## config.mk

```make
export PLATFORM = sky130hd
export DESIGN_NAME = load_store_unit_flat
export DESIGN_NICKNAME = d
export VERILOG_FILES = /design/src/rtl/load_store_unit_if.sv /design/src/rtl/load_store_unit.sv /design/src/flat_wrapper.sv
export SDC_FILE = /design/constraint.sdc
export NUM_CORES = 1
export LEC_CHECK = 0
export ABC_CLOCK_PERIOD_IN_PS = 5120
export CAP_MARGIN = 0
export CORE_AREA = 3 3 167 169
export CTS_BUF_LIST = sky130_fd_sc_hd__clkbuf_16
export CTS_CLUSTER_DIAMETER = 200
export DETAILED_ROUTE_END_ITERATION = 6
export DIE_AREA = 0 0 170 172
export GPL_TIMING_DRIVEN = 0
export PLACE_DENSITY = 0.85
export RECOVER_POWER = 100
export SYNTH_ARGS = -nofsm -noshare
export SYNTH_HDL_FRONTEND = slang
export SYNTH_SLANG_ARGS = --single-unit
```

## constraint.sdc

```tcl
create_clock -name clk -period 5.12 [get_ports clk]
set_input_delay 1.024 -clock clk [delete_from_list [all_inputs] [get_ports clk]]
set_output_delay 1.024 -clock clk [all_outputs]
set_load 0.1 [all_outputs]
```

## src/rtl/load_store_unit_if.sv

```systemverilog
// Execute-stage request, data-memory and write-back signals of the load/store unit.
interface load_store_unit_if;
  logic        req_valid;
  logic        req_ready;
  logic [5:0]  req_opcode;
  logic [63:0] req_base;
  logic [15:0] req_disp;
  logic [63:0] req_store_data;
  logic [4:0]  req_rt;

  logic [63:0] mem_address;
  logic [63:0] mem_write_data;
  logic [5:0]  mem_opcode;
  logic        mem_read;
  logic        mem_write;
  logic        mem_ready;
  logic [63:0] mem_read_data;

  logic        wb_valid;
  logic        wb_en;
  logic [4:0]  wb_rt;
  logic [63:0] wb_data;
  logic        err;

  // Load/store unit view: initiator toward memory, producer of write-back.
  modport master (
    input  req_valid, req_opcode, req_base, req_disp, req_store_data, req_rt,
           mem_ready, mem_read_data,
    output req_ready, mem_address, mem_write_data, mem_opcode, mem_read, mem_write,
           wb_valid, wb_en, wb_rt, wb_data, err
  );

  // Environment view: execute stage, memory and register file.
  modport slave (
    output req_valid, req_opcode, req_base, req_disp, req_store_data, req_rt,
           mem_ready, mem_read_data,
    input  req_ready, mem_address, mem_write_data, mem_opcode, mem_read, mem_write,
           wb_valid, wb_en, wb_rt, wb_data, err
  );
endinterface

```

## src/rtl/load_store_unit.sv

```systemverilog
// Load/store unit: one request at a time, EA computation, memory handshake
// with timeout, and load-result formatting for register write-back.
module load_store_unit #(
  parameter int unsigned TIMEOUT = 16
) (
  input logic                clk,
  input logic                rst_n,
  load_store_unit_if.master  bus
);

  localparam int unsigned XLEN = 64;
  localparam int unsigned OPW  = 6;
  localparam int unsigned RTW  = 5;
  localparam int unsigned CNTW = 8;

  localparam logic [OPW-1:0] OP_LWZ = 6'd32;
  localparam logic [OPW-1:0] OP_LBZ = 6'd34;
  localparam logic [OPW-1:0] OP_STW = 6'd36;
  localparam logic [OPW-1:0] OP_STB = 6'd38;
  localparam logic [OPW-1:0] OP_LHZ = 6'd40;
  localparam logic [OPW-1:0] OP_LHA = 6'd42;
  localparam logic [OPW-1:0] OP_STH = 6'd44;

  typedef enum logic [1:0] {
    IDLE   = 2'd0,
    ACCESS = 2'd1,
    RESP   = 2'd2
  } state_t;

  state_t state_q, next_state;

  logic [CNTW-1:0] cnt_q, cnt_d;
  logic [OPW-1:0]  op_q, op_d;
  logic            req_ready_q, req_ready_d;
  logic [XLEN-1:0] mem_address_q, mem_address_d;
  logic [XLEN-1:0] mem_write_data_q, mem_write_data_d;
  logic [OPW-1:0]  mem_opcode_q, mem_opcode_d;
  logic            mem_read_q, mem_read_d;
  logic            mem_write_q, mem_write_d;
  logic            wb_valid_q, wb_valid_d;
  logic            wb_en_q, wb_en_d;
  logic [RTW-1:0]  wb_rt_q, wb_rt_d;
  logic [XLEN-1:0] wb_data_q, wb_data_d;
  logic            err_q, err_d;

  logic [XLEN-1:0] ea_c;
  logic            timeout_hit_c;

  function automatic logic is_legal(input logic [OPW-1:0] op);
    case (op)
      OP_LBZ, OP_LHZ, OP_LWZ, OP_LHA, OP_STB, OP_STH, OP_STW: return 1'b1;
      default:                                                return 1'b0;
    endcase
  endfunction

  function automatic logic is_load(input logic [OPW-1:0] op);
    case (op)
      OP_LBZ, OP_LHZ, OP_LWZ, OP_LHA: return 1'b1;
      default:                        return 1'b0;
    endcase
  endfunction

  // Memory only understands the access size, so lha is sent as a halfword load.
  function automatic logic [OPW-1:0] mem_op(input logic [OPW-1:0] op);
    return (op == OP_LHA) ? OP_LHZ : op;
  endfunction

  function automatic logic [XLEN-1:0] format_load(input logic [OPW-1:0] op,
                                                  input logic [XLEN-1:0] d);
    case (op)
      OP_LBZ:  return d & 64'h0000_0000_0000_00FF;
      OP_LHZ:  return d & 64'h0000_0000_0000_FFFF;
      OP_LWZ:  return d & 64'h0000_0000_FFFF_FFFF;
      OP_LHA:  return {{48{d[15]}}, d[15:0]};
      default: return '0;
    endcase
  endfunction

  assign ea_c          = bus.req_base + {{48{bus.req_disp[15]}}, bus.req_disp};
  assign timeout_hit_c = ({1'b0, cnt_q} + 9'd1) == 9'(TIMEOUT);

  // State register.
  always_ff @(posedge clk or negedge rst_n) begin
    if (!rst_n) state_q <= IDLE;
    else        state_q <= next_state;
  end

  // Next-state logic; mem_ready wins over a timeout landing in the same cycle.
  always_comb begin
    next_state = state_q;
    case (state_q)
      IDLE: begin
        if (bus.req_valid) next_state = is_legal(bus.req_opcode) ? ACCESS : RESP;
      end
      ACCESS: begin
        if (bus.mem_ready || timeout_hit_c) next_state = RESP;
      end
      RESP:    next_state = IDLE;
      default: next_state = IDLE;
    endcase
  end

  // Next values of the registered outputs and datapath.
  always_comb begin
    cnt_d            = '0;
    op_d             = op_q;
    req_ready_d      = (next_state == IDLE);
    mem_address_d    = mem_address_q;
    mem_write_data_d = mem_write_data_q;
    mem_opcode_d     = mem_opcode_q;
    mem_read_d       = 1'b0;
    mem_write_d      = 1'b0;
    wb_valid_d       = 1'b0;
    wb_en_d          = 1'b0;
    wb_rt_d          = wb_rt_q;
    wb_data_d        = wb_data_q;
    err_d            = 1'b0;
    case (state_q)
      IDLE: begin
        if (bus.req_valid) begin
          wb_rt_d = bus.req_rt;
          if (is_legal(bus.req_opcode)) begin
            op_d             = bus.req_opcode;
            mem_address_d    = ea_c;
            mem_write_data_d = bus.req_store_data;
            mem_opcode_d     = mem_op(bus.req_opcode);
            mem_read_d       = is_load(bus.req_opcode);
            mem_write_d      = !is_load(bus.req_opcode);
          end else begin
            wb_valid_d = 1'b1;
            err_d      = 1'b1;
            wb_data_d  = '0;
          end
        end
      end
      ACCESS: begin
        if (bus.mem_ready) begin
          wb_valid_d = 1'b1;
          wb_en_d    = is_load(op_q);
          wb_data_d  = is_load(op_q) ? format_load(op_q, bus.mem_read_data) : '0;
        end else if (timeout_hit_c) begin
          wb_valid_d = 1'b1;
          err_d      = 1'b1;
          wb_data_d  = '0;
        end else begin
          cnt_d       = cnt_q + 8'd1;
          mem_read_d  = is_load(op_q);
          mem_write_d = !is_load(op_q);
        end
      end
      default: ;
    endcase
  end

  // Output and datapath registers; reset clears strobes immediately.
  always_ff @(posedge clk or negedge rst_n) begin
    if (!rst_n) begin
      cnt_q            <= '0;
      op_q             <= '0;
      req_ready_q      <= 1'b1;
      mem_address_q    <= '0;
      mem_write_data_q <= '0;
      mem_opcode_q     <= '0;
      mem_read_q       <= 1'b0;
      mem_write_q      <= 1'b0;
      wb_valid_q       <= 1'b0;
      wb_en_q          <= 1'b0;
      wb_rt_q          <= '0;
      wb_data_q        <= '0;
      err_q            <= 1'b0;
    end else begin
      cnt_q            <= cnt_d;
      op_q             <= op_d;
      req_ready_q      <= req_ready_d;
      mem_address_q    <= mem_address_d;
      mem_write_data_q <= mem_write_data_d;
      mem_opcode_q     <= mem_opcode_d;
      mem_read_q       <= mem_read_d;
      mem_write_q      <= mem_write_d;
      wb_valid_q       <= wb_valid_d;
      wb_en_q          <= wb_en_d;
      wb_rt_q          <= wb_rt_d;
      wb_data_q        <= wb_data_d;
      err_q            <= err_d;
    end
  end

  assign bus.req_ready      = req_ready_q;
  assign bus.mem_address    = mem_address_q;
  assign bus.mem_write_data = mem_write_data_q;
  assign bus.mem_opcode     = mem_opcode_q;
  assign bus.mem_read       = mem_read_q;
  assign bus.mem_write      = mem_write_q;
  assign bus.wb_valid       = wb_valid_q;
  assign bus.wb_en          = wb_en_q;
  assign bus.wb_rt          = wb_rt_q;
  assign bus.wb_data        = wb_data_q;
  assign bus.err            = err_q;

endmodule

```

## src/flat_wrapper.sv

```systemverilog
// flat-port wrapper written by rule: the top's interface ports become plain ports
module load_store_unit_flat 
#(
  parameter int unsigned TIMEOUT = 16
)
  (clk, rst_n, bus_req_valid, bus_req_opcode, bus_req_base, bus_req_disp, bus_req_store_data, bus_req_rt, bus_mem_ready, bus_mem_read_data, bus_req_ready, bus_mem_address, bus_mem_write_data, bus_mem_opcode, bus_mem_read, bus_mem_write, bus_wb_valid, bus_wb_en, bus_wb_rt, bus_wb_data, bus_err);
  load_store_unit_if bus_i ();
  input logic clk;
  input logic rst_n;
  input wire logic [$bits(bus_i.req_valid)-1:0] bus_req_valid;
  input wire logic [$bits(bus_i.req_opcode)-1:0] bus_req_opcode;
  input wire logic [$bits(bus_i.req_base)-1:0] bus_req_base;
  input wire logic [$bits(bus_i.req_disp)-1:0] bus_req_disp;
  input wire logic [$bits(bus_i.req_store_data)-1:0] bus_req_store_data;
  input wire logic [$bits(bus_i.req_rt)-1:0] bus_req_rt;
  input wire logic [$bits(bus_i.mem_ready)-1:0] bus_mem_ready;
  input wire logic [$bits(bus_i.mem_read_data)-1:0] bus_mem_read_data;
  output wire logic [$bits(bus_i.req_ready)-1:0] bus_req_ready;
  output wire logic [$bits(bus_i.mem_address)-1:0] bus_mem_address;
  output wire logic [$bits(bus_i.mem_write_data)-1:0] bus_mem_write_data;
  output wire logic [$bits(bus_i.mem_opcode)-1:0] bus_mem_opcode;
  output wire logic [$bits(bus_i.mem_read)-1:0] bus_mem_read;
  output wire logic [$bits(bus_i.mem_write)-1:0] bus_mem_write;
  output wire logic [$bits(bus_i.wb_valid)-1:0] bus_wb_valid;
  output wire logic [$bits(bus_i.wb_en)-1:0] bus_wb_en;
  output wire logic [$bits(bus_i.wb_rt)-1:0] bus_wb_rt;
  output wire logic [$bits(bus_i.wb_data)-1:0] bus_wb_data;
  output wire logic [$bits(bus_i.err)-1:0] bus_err;
  assign bus_i.req_valid = bus_req_valid;
  assign bus_i.req_opcode = bus_req_opcode;
  assign bus_i.req_base = bus_req_base;
  assign bus_i.req_disp = bus_req_disp;
  assign bus_i.req_store_data = bus_req_store_data;
  assign bus_i.req_rt = bus_req_rt;
  assign bus_i.mem_ready = bus_mem_ready;
  assign bus_i.mem_read_data = bus_mem_read_data;
  assign bus_req_ready = bus_i.req_ready;
  assign bus_mem_address = bus_i.mem_address;
  assign bus_mem_write_data = bus_i.mem_write_data;
  assign bus_mem_opcode = bus_i.mem_opcode;
  assign bus_mem_read = bus_i.mem_read;
  assign bus_mem_write = bus_i.mem_write;
  assign bus_wb_valid = bus_i.wb_valid;
  assign bus_wb_en = bus_i.wb_en;
  assign bus_wb_rt = bus_i.wb_rt;
  assign bus_wb_data = bus_i.wb_data;
  assign bus_err = bus_i.err;
  load_store_unit #(.TIMEOUT(TIMEOUT)) u_core (.clk(clk), .rst_n(rst_n), .bus(bus_i));
endmodule
```

==> run_results.csv, run 1 <==
group,metric,value,unit
layout,nets,1982,
sta,timing.fmax,217,MHz
route,routedWlPerCell,18.9,um
floorplan,rows,60,
critical_path,required,5.43,ns
sta,period_share,89.9,%
run_status,run_status,"finished with violations",
clock_tree,clk_latency,0.44,ns
sta,fin_hold_ws,0.467,ns
route,drt_iter0_drc,766,
route,wl,38700,um
synthesis,synth-seq-cells,194,
global_routing,antenna_found_initial,7,
sta,slew_viol_final,72,
clock_tree,cts.sinks,194,
synthesis,syn_area,11300,sq um
critical_path,startpoint_type,"input port",
synthesis,ys_seq_area_share,43.1,%
synthesis,synth-edff-count,0,
clock_tree,cts_max_path_buffers,2,
power,powerDensity,467,nW/um^2
run_status,violations,"capacitance limit, slew limit",
critical_path,crit_fanout,5,
critical_path,criticalPathCategory,"in2reg",
critical_path,cp_slowest_stage_delay,0.76,ns
floorplan,dieArea,29200,sq um
power,leakage,7.83,nW
clock_tree,clk_pin_slew,0.09,ns
clock_tree,cts_resized,0,
floorplan,die_h,172,um
place,dp_cells,2016,
synthesis,synth_top_cell_area_share,42.9,%
sta,fin_tns_setup,0,ns
critical_path,crit_chain,"dlygate4sd3_1 > ha_1 > fa_1 > a211oi_1 > o21bai_1 > a221o_2 > nand4_1 > a2111oi_4 > o31ai_2 > o31ai_1 > a21o_1 > a21oi_1 > a311o_1",
sta,final.setup_skew,0.0194,ns
floorplan,io_pins,432,
synthesis,synthCells,1274,
place,finalWeightedCongestion,0.906,
floorplan,coreArea,26700,sq um
job,cap_violations,1,
route,ant_nets,0,
route,dr_total_vias,10963,
synthesis,synth-async-reset-ratio,100,%
synthesis,ys_types,80,
sta,setup_viol,0,
synthesis,avgSynthCellArea,8.84,sq um
clock_tree,htree_levels,4,
synthesis,synth_area_leaders,"dfrtp_1 43%, nand2_1 11%, ha_1 7.1%",
clock_tree,hold_buffers,0,
clock_tree,cts_tree,"built",
route,vias_per_cell,5.35,
worst_hold_path,worst_hold_path_type,"reg2reg",
global_routing,grt_pass1_wl,58400,um
global_routing,gr-total-overflow,0,
sta,slew_headroom,-141,%
sta,tightest_slew,3.62,ns
sta,rsz0062_at_grt,"false",
global_routing,grt_pass1_vias,10704,
clock_tree,cts-buffers-inserted,17,
place,portBuffers,399,
layout,area.growth.synth_to_final,44.6,%
synthesis,yosys_warnings,0,
critical_path,worst-path-buf-inv,1,
critical_path,cpMaxStageDelayCell,"o31ai_1",
route,drc_errors,0,
floorplan,die_w,170,um
clock_tree,cts_root_buffer,"clkbuf_16",
synthesis,yosys_most_used_dff,"dfrtp_1",
sta,fin_crit,4.60,ns
critical_path,endpoint_kind,"register",
global_routing,grt_usage,25.4,%
critical_path,crit_family,"compound AO/OA/AOI/OAI gates",
synthesis,synth_nets,1562,
route,first_pass_iters,5,
floorplan,start_util,42.2,%
power,ir_drop,0.367,mV
clock_tree,cts_setup_buffers,0,
global_routing,grt_start_max_net_pins,124,
critical_path,arrival,4.92,ns
layout,fin_cells,2051,
layout,drive_gt1_share,6.44,%
sta,hold_viol_final,0,
place,place_hpwl,30300,um
synthesis,yosysTopAreaCell,"dfrtp_1",
layout,fin_util,61.0,%
==> per-layer routing <==
metal	global-route usage, %	vias to the layer above	wire length, um
met5	0	-	55
met3	5.60	61	2880
met4	8.29	8	970
met1	30.8	5208	15500
met2	45.3	439	19300
li1	-	5247	-
==> final cells by class <==
cell class                      instances  area, sq um
Antenna cell                            3         7.51
Buffer                                 87          584
Clock buffer                           17          425
Clock inverter                         15          181
Fill cell                            2253        10400
Inverter                               24         90.1
Multi-Input combinational cell        969         5680
Sequential cell                       194         4860
Tap cell                              341          427
Timing Repair Buffer                  401         4040
==> kinds of logic after synthesis <==
family / count (synthesis) / synth area share (%)
xor+xnor: 61 / 4.74
fa+ha+maj: 65 / 7.29
flops: 194 / 43.1
simple gates: 501 / 19.3
buf+inv: 111 / 6.09
compound gates: 336 / 18.9
mux: 6 / 0.600
==> registers in the layout, indices dropped and copies added (netlist names), 2 cells and up <==
name                       cells
u_core.op_q                    6
u_core.bus.mem_write_data     64
u_core.bus.wb_data            33
u_core.state_q                 2
u_core.bus.wb_rt               5
u_core.bus.mem_address        64
u_core.bus.mem_opcode          6
u_core.cnt_q                   8
==> cell usage in the layout, fill, tap and decap left out, types with 11 or more instances in the layout <==
master / count
nand2_1: 340
dlygate4sd3_1: 213
dfrtp_1: 193
clkdlybuf4s50_1: 184
o21ai_0: 111
a21oi_1: 89
ha_1: 64
nor2_1: 52
clkbuf_1: 42
xnor2_1: 39
buf_4: 31
a21o_1: 30
nand3_1: 26
inv_1: 23
xor2_1: 22
o21bai_1: 20
a22o_1: 17
clkbuf_16: 17
nand4_1: 15
nor3_1: 14
a31oi_1: 11
==> per-stage QoR <==
stage               setup WS (ns)  power, W  instance area [sq um]
finish                      0.516   0.00761                  16300
global route                0.322   0.00790                  16300
CTS                         0.792   0.00779                  16300
detailed placement          0.340   0.00640                  15700
global placement            -5.03   0.00635                  15700
floorplan                    1.37   0.00522                  11300
==> power breakdown <==
group          switching, W  total (W)  internal [W]
combinational       0.00326    0.00418      0.000920
clock              0.000710    0.00138      0.000667
sequential         0.000178    0.00204       0.00187
==> final timing paths <==
path / to / cells after the start / slack [ns] / start
worst max-delay path: u_core.bus.mem_address[58]$_DFFE_PN0P_ / 13 / 0.52 / bus_req_disp[0]
worst min-delay path: u_core.bus.mem_opcode[5]$_DFFE_PN0P_ / 1 / 0.47 / u_core.bus.mem_opcode[5]$_DFFE_PN0P_
worst max register to register: u_core.op_q[2]$_DFFE_PN0P_ / 10 / 1.87 / u_core.state_q[1]$_DFF_PN0_
worst min register to register: u_core.bus.mem_opcode[5]$_DFFE_PN0P_ / 1 / 0.47 / u_core.bus.mem_opcode[5]$_DFFE_PN0P_
max in group asynchronous: u_core.bus.mem_address[30]$_DFFE_PN0P_ / 1 / 1.02 / rst_n
min in group asynchronous: u_core.bus.mem_write_data[31]$_DFFE_PN0P_ / 1 / 2.02 / rst_n
==> cell usage after synthesis, drive strengths merged (2+ instances only) <==
cell     instances
ha              64
o21ai          111
o21a             7
nand4           15
clkbuf          46
a311o            2
or3              3
nor4b            3
nand3           26
a31oi           11
a21oi           89
a2111oi          2
o21bai          20
a22o            17
a211oi           6
or3b             2
dfrtp          193
bufbuf           2
o2111ai          2
nand2b           8
nor2            52
xor2            22
a221o            3
a31o             5
o311ai           2
and4             2
a41oi            3
nor2b            4
mux2             6
nand2          340
a211o            2
xnor2           39
nor3            14
a311oi           2
a21o            32
buf             37
and3            10
a21boi           2
inv             23
and2            14
o31ai           11
No activity file was read; power rests on OpenSTA's default activity.
==> inputs of run 2 (changes only) <==
ABC_CLOCK_PERIOD_IN_PS = 5250   (was 5120)
CORE_AREA = unset   (was 3 3 167 169)
CORE_ASPECT_RATIO = 0.75   (was unset)
CORE_MARGIN = 3   (was unset)
CORE_UTILIZATION = 45   (was unset)
DIE_AREA = unset   (was 0 0 170 172)
MAX_ROUTING_LAYER = met4   (was unset)
PLACE_DENSITY = 0.9   (was 0.85)
clock period = 5.25 ns   (was 5.12 ns; I/O delays follow)
==> run 2 against run 1 <==
Effect of this change: the run still ends with capacitance limit, slew limit left; critical endpoint is now u_core.bus.mem_address[60]$_DFFE_PN0P_; combinational power decreased by 2%; flip-flop and latch count unchanged; global-route usage increased by 3.4 points; utilization increased by 6.0 points; worst setup slack got worse by 0.036 ns; non-clock buffer count unchanged; power decreased by 2.3%; clock skew decreased by 0.0063 ns; largest power group unchanged.
==> run_results.csv, run 2 (synthesis results as in run 1) <==
group,metric,value,unit
run_status,run_status,"finished with violations",
run_status,violations,"capacitance limit, slew limit",
clock_tree,cts_setup_buffers,0,
critical_path,arrival,5.06,ns
clock_tree,clk_pin_slew,0.07,ns
sta,period_share,90.9,%
place,portBuffers,399,
clock_tree,cts_max_path_buffers,2,
place,placed_area,15700,sq um
floorplan,coreArea,24300,sq um
place,place_hpwl,30600,um
power,leakage,7.83,nW
layout,stdcell_area,16300,sq um
critical_path,r2r-start,"u_core.state_q[0]$_DFF_PN0_",
floorplan,io_pins,432,
global_routing,grt_pass1_wl,60000,um
clock_tree,cts_resized,0,
route,vias_per_cell,5.51,
floorplan,dieArea,27000,sq um
route,drc_errors,0,
critical_path,cp_slowest_stage_delay,0.64,ns
layout,final_common_cell,"nand2_1",
clock_tree,cts-buffers-inserted,17,
clock_tree,clk_latency,0.44,ns
job,cap_violations,1,
route,routedWlPerCell,19.1,um
place,finalWeightedCongestion,0.960,
sta,fin_tns_setup,0,ns
global_routing,grt_usage,28.8,%
critical_path,startpoint_type,"input port",
global_routing,antenna_found_initial,2,
route,dr_total_vias,11233,
critical_path,rrSetupSlack,1.82,ns
route,drt_iter0_drc,911,
power,ir_drop,0.494,mV
layout,nets,1982,
power,power,0.00743,W
power,power_frac_clock,18.0,%
sta,fin_hold_ws,0.460,ns
global_routing,grt_pass1_vias,11058,
power,p_seq_share,27.0,%
sta,slew_headroom,-56.0,%
global_routing,gr-total-overflow,0,
floorplan,start_util,46.4,%
clock_tree,cts.sinks,194,
power,intPower,0.00337,W
power,combPwrFrac,55.0,%
floorplan,die_h,143,um
sta,hold_viol_final,0,
route,ant_nets,0,
clock_tree,cts_root_buffer,"clkbuf_16",
power,netSwitchingFraction,54.7,%
critical_path,crit_chain,"dlygate4sd3_1 > ha_1 > fa_1 > a211oi_1 > o21bai_1 > a221o_1 > nand4_1 > a2111oi_4 > o2111ai_2 > a31o_1 > a2111oi_1 > o21a_1 > o31ai_2",
clock_tree,htree_levels,4,
critical_path,worstSetupStartpoint,"bus_req_disp[0]",
worst_hold_path,worst_hold_path_type,"reg2reg",
floorplan,die_w,189,um
sta,setup_viol,0,
clock_tree,cts_tree,"built",
floorplan,rows,49,
power,powerDensity,457,nW/um^2
sta,slew_viol_final,94,
sta,tightest_slew,2.34,ns
sta,rsz0062_at_grt,"false",
critical_path,endpoint_kind,"register",
sta,timing.fmax,210,MHz
clock_tree,hold_buffers,0,
route,wl,38900,um
critical_path,required,5.54,ns
critical_path,cpMaxStageDelayCell,"a2111oi_1",
critical_path,crit_fanout,5,
route,first_pass_iters,5,
critical_path,worstRegToRegCells,10,
sta,final.setup_skew,0.0131,ns
layout,layout_common_cells,"340 x nand2_1, 214 x dlygate4sd3_1, 193 x dfrtp_1",
critical_path,reg2reg_to,"u_core.bus.mem_address[0]$_DFFE_PN0P_",
power,p_switching,0.00406,W
layout,drive_gt1_share,6.56,%
sta,fin_crit,4.77,ns
layout,area.growth.synth_to_final,44.4,%
global_routing,grt_start_max_net_pins,103,
critical_path,worstSetupEndpoint,"u_core.bus.mem_address[60]$_DFFE_PN0P_",
critical_path,criticalPathCategory,"in2reg",
[run 2: power by group through the flow]
stage / Sequential (W) / Combinational [W] / Clock, W
after floorplan: 0.00437 / 0.000729 / 0
after global placement: 0.00203 / 0.00415 / 0
after detailed placement: 0.00204 / 0.00421 / 0
after CTS: 0.00202 / 0.00422 / 0.00136
after global routing: 0.00204 / 0.00424 / 0.00142
final: 0.00200 / 0.00409 / 0.00134
[run 2: worst min-delay path by stage]
stage                                   start                         to  slack (ns)  cells past startpoint
floorplan           u_core.cnt_q[0]$_DFF_PN0_  u_core.cnt_q[0]$_DFF_PN0_        0.43                      1
global placement    u_core.cnt_q[0]$_DFF_PN0_  u_core.cnt_q[0]$_DFF_PN0_        0.45                      1
global route        u_core.cnt_q[0]$_DFF_PN0_  u_core.cnt_q[0]$_DFF_PN0_        0.47                      1
CTS                 u_core.cnt_q[0]$_DFF_PN0_  u_core.cnt_q[0]$_DFF_PN0_        0.46                      1
finish              u_core.cnt_q[0]$_DFF_PN0_  u_core.cnt_q[0]$_DFF_PN0_        0.46                      1
detailed placement  u_core.cnt_q[0]$_DFF_PN0_  u_core.cnt_q[0]$_DFF_PN0_        0.45                      1
[run 2: per-layer routing]
metal / wire length, um / vias up / track usage [%]
li1: - / 5236 / -
met5: 0 / - / -
met3: 3030 / 52 / 5.33
met2: 18600 / 556 / 46.5
met1: 16500 / 5389 / 37.8
met4: 825 / 0 / 7.72
[run 2: layout make-up]
class	instances	area, sq um
Fill cell	1940	8010
Multi-Input combinational cell	969	5700
Sequential cell	194	4860
Timing Repair Buffer	401	4010
Buffer	87	584
Clock buffer	17	425
Tap cell	331	414
Clock inverter	15	186
Inverter	24	90.1
Antenna cell	2	5.00
[run 2: worst max-delay path: cells and delay by family]
family          cells  cell delay, ns
compound gates      9            2.65
fa+ha+maj           2            0.51
buf+inv             1            0.53
simple gates        1            0.32
[run 2: through the flow]
stage          cells  setup slack [ns]  util [%]
2_1_floorplan   1274              1.48         -
3_3_place_gp    2004             -4.87      64.6
3_5_place_dp    2006             0.467      64.8
4_1_cts         2038             0.898      67.3
5_1_grt         2040             0.388      67.0
6_report        2040             0.480      67.0
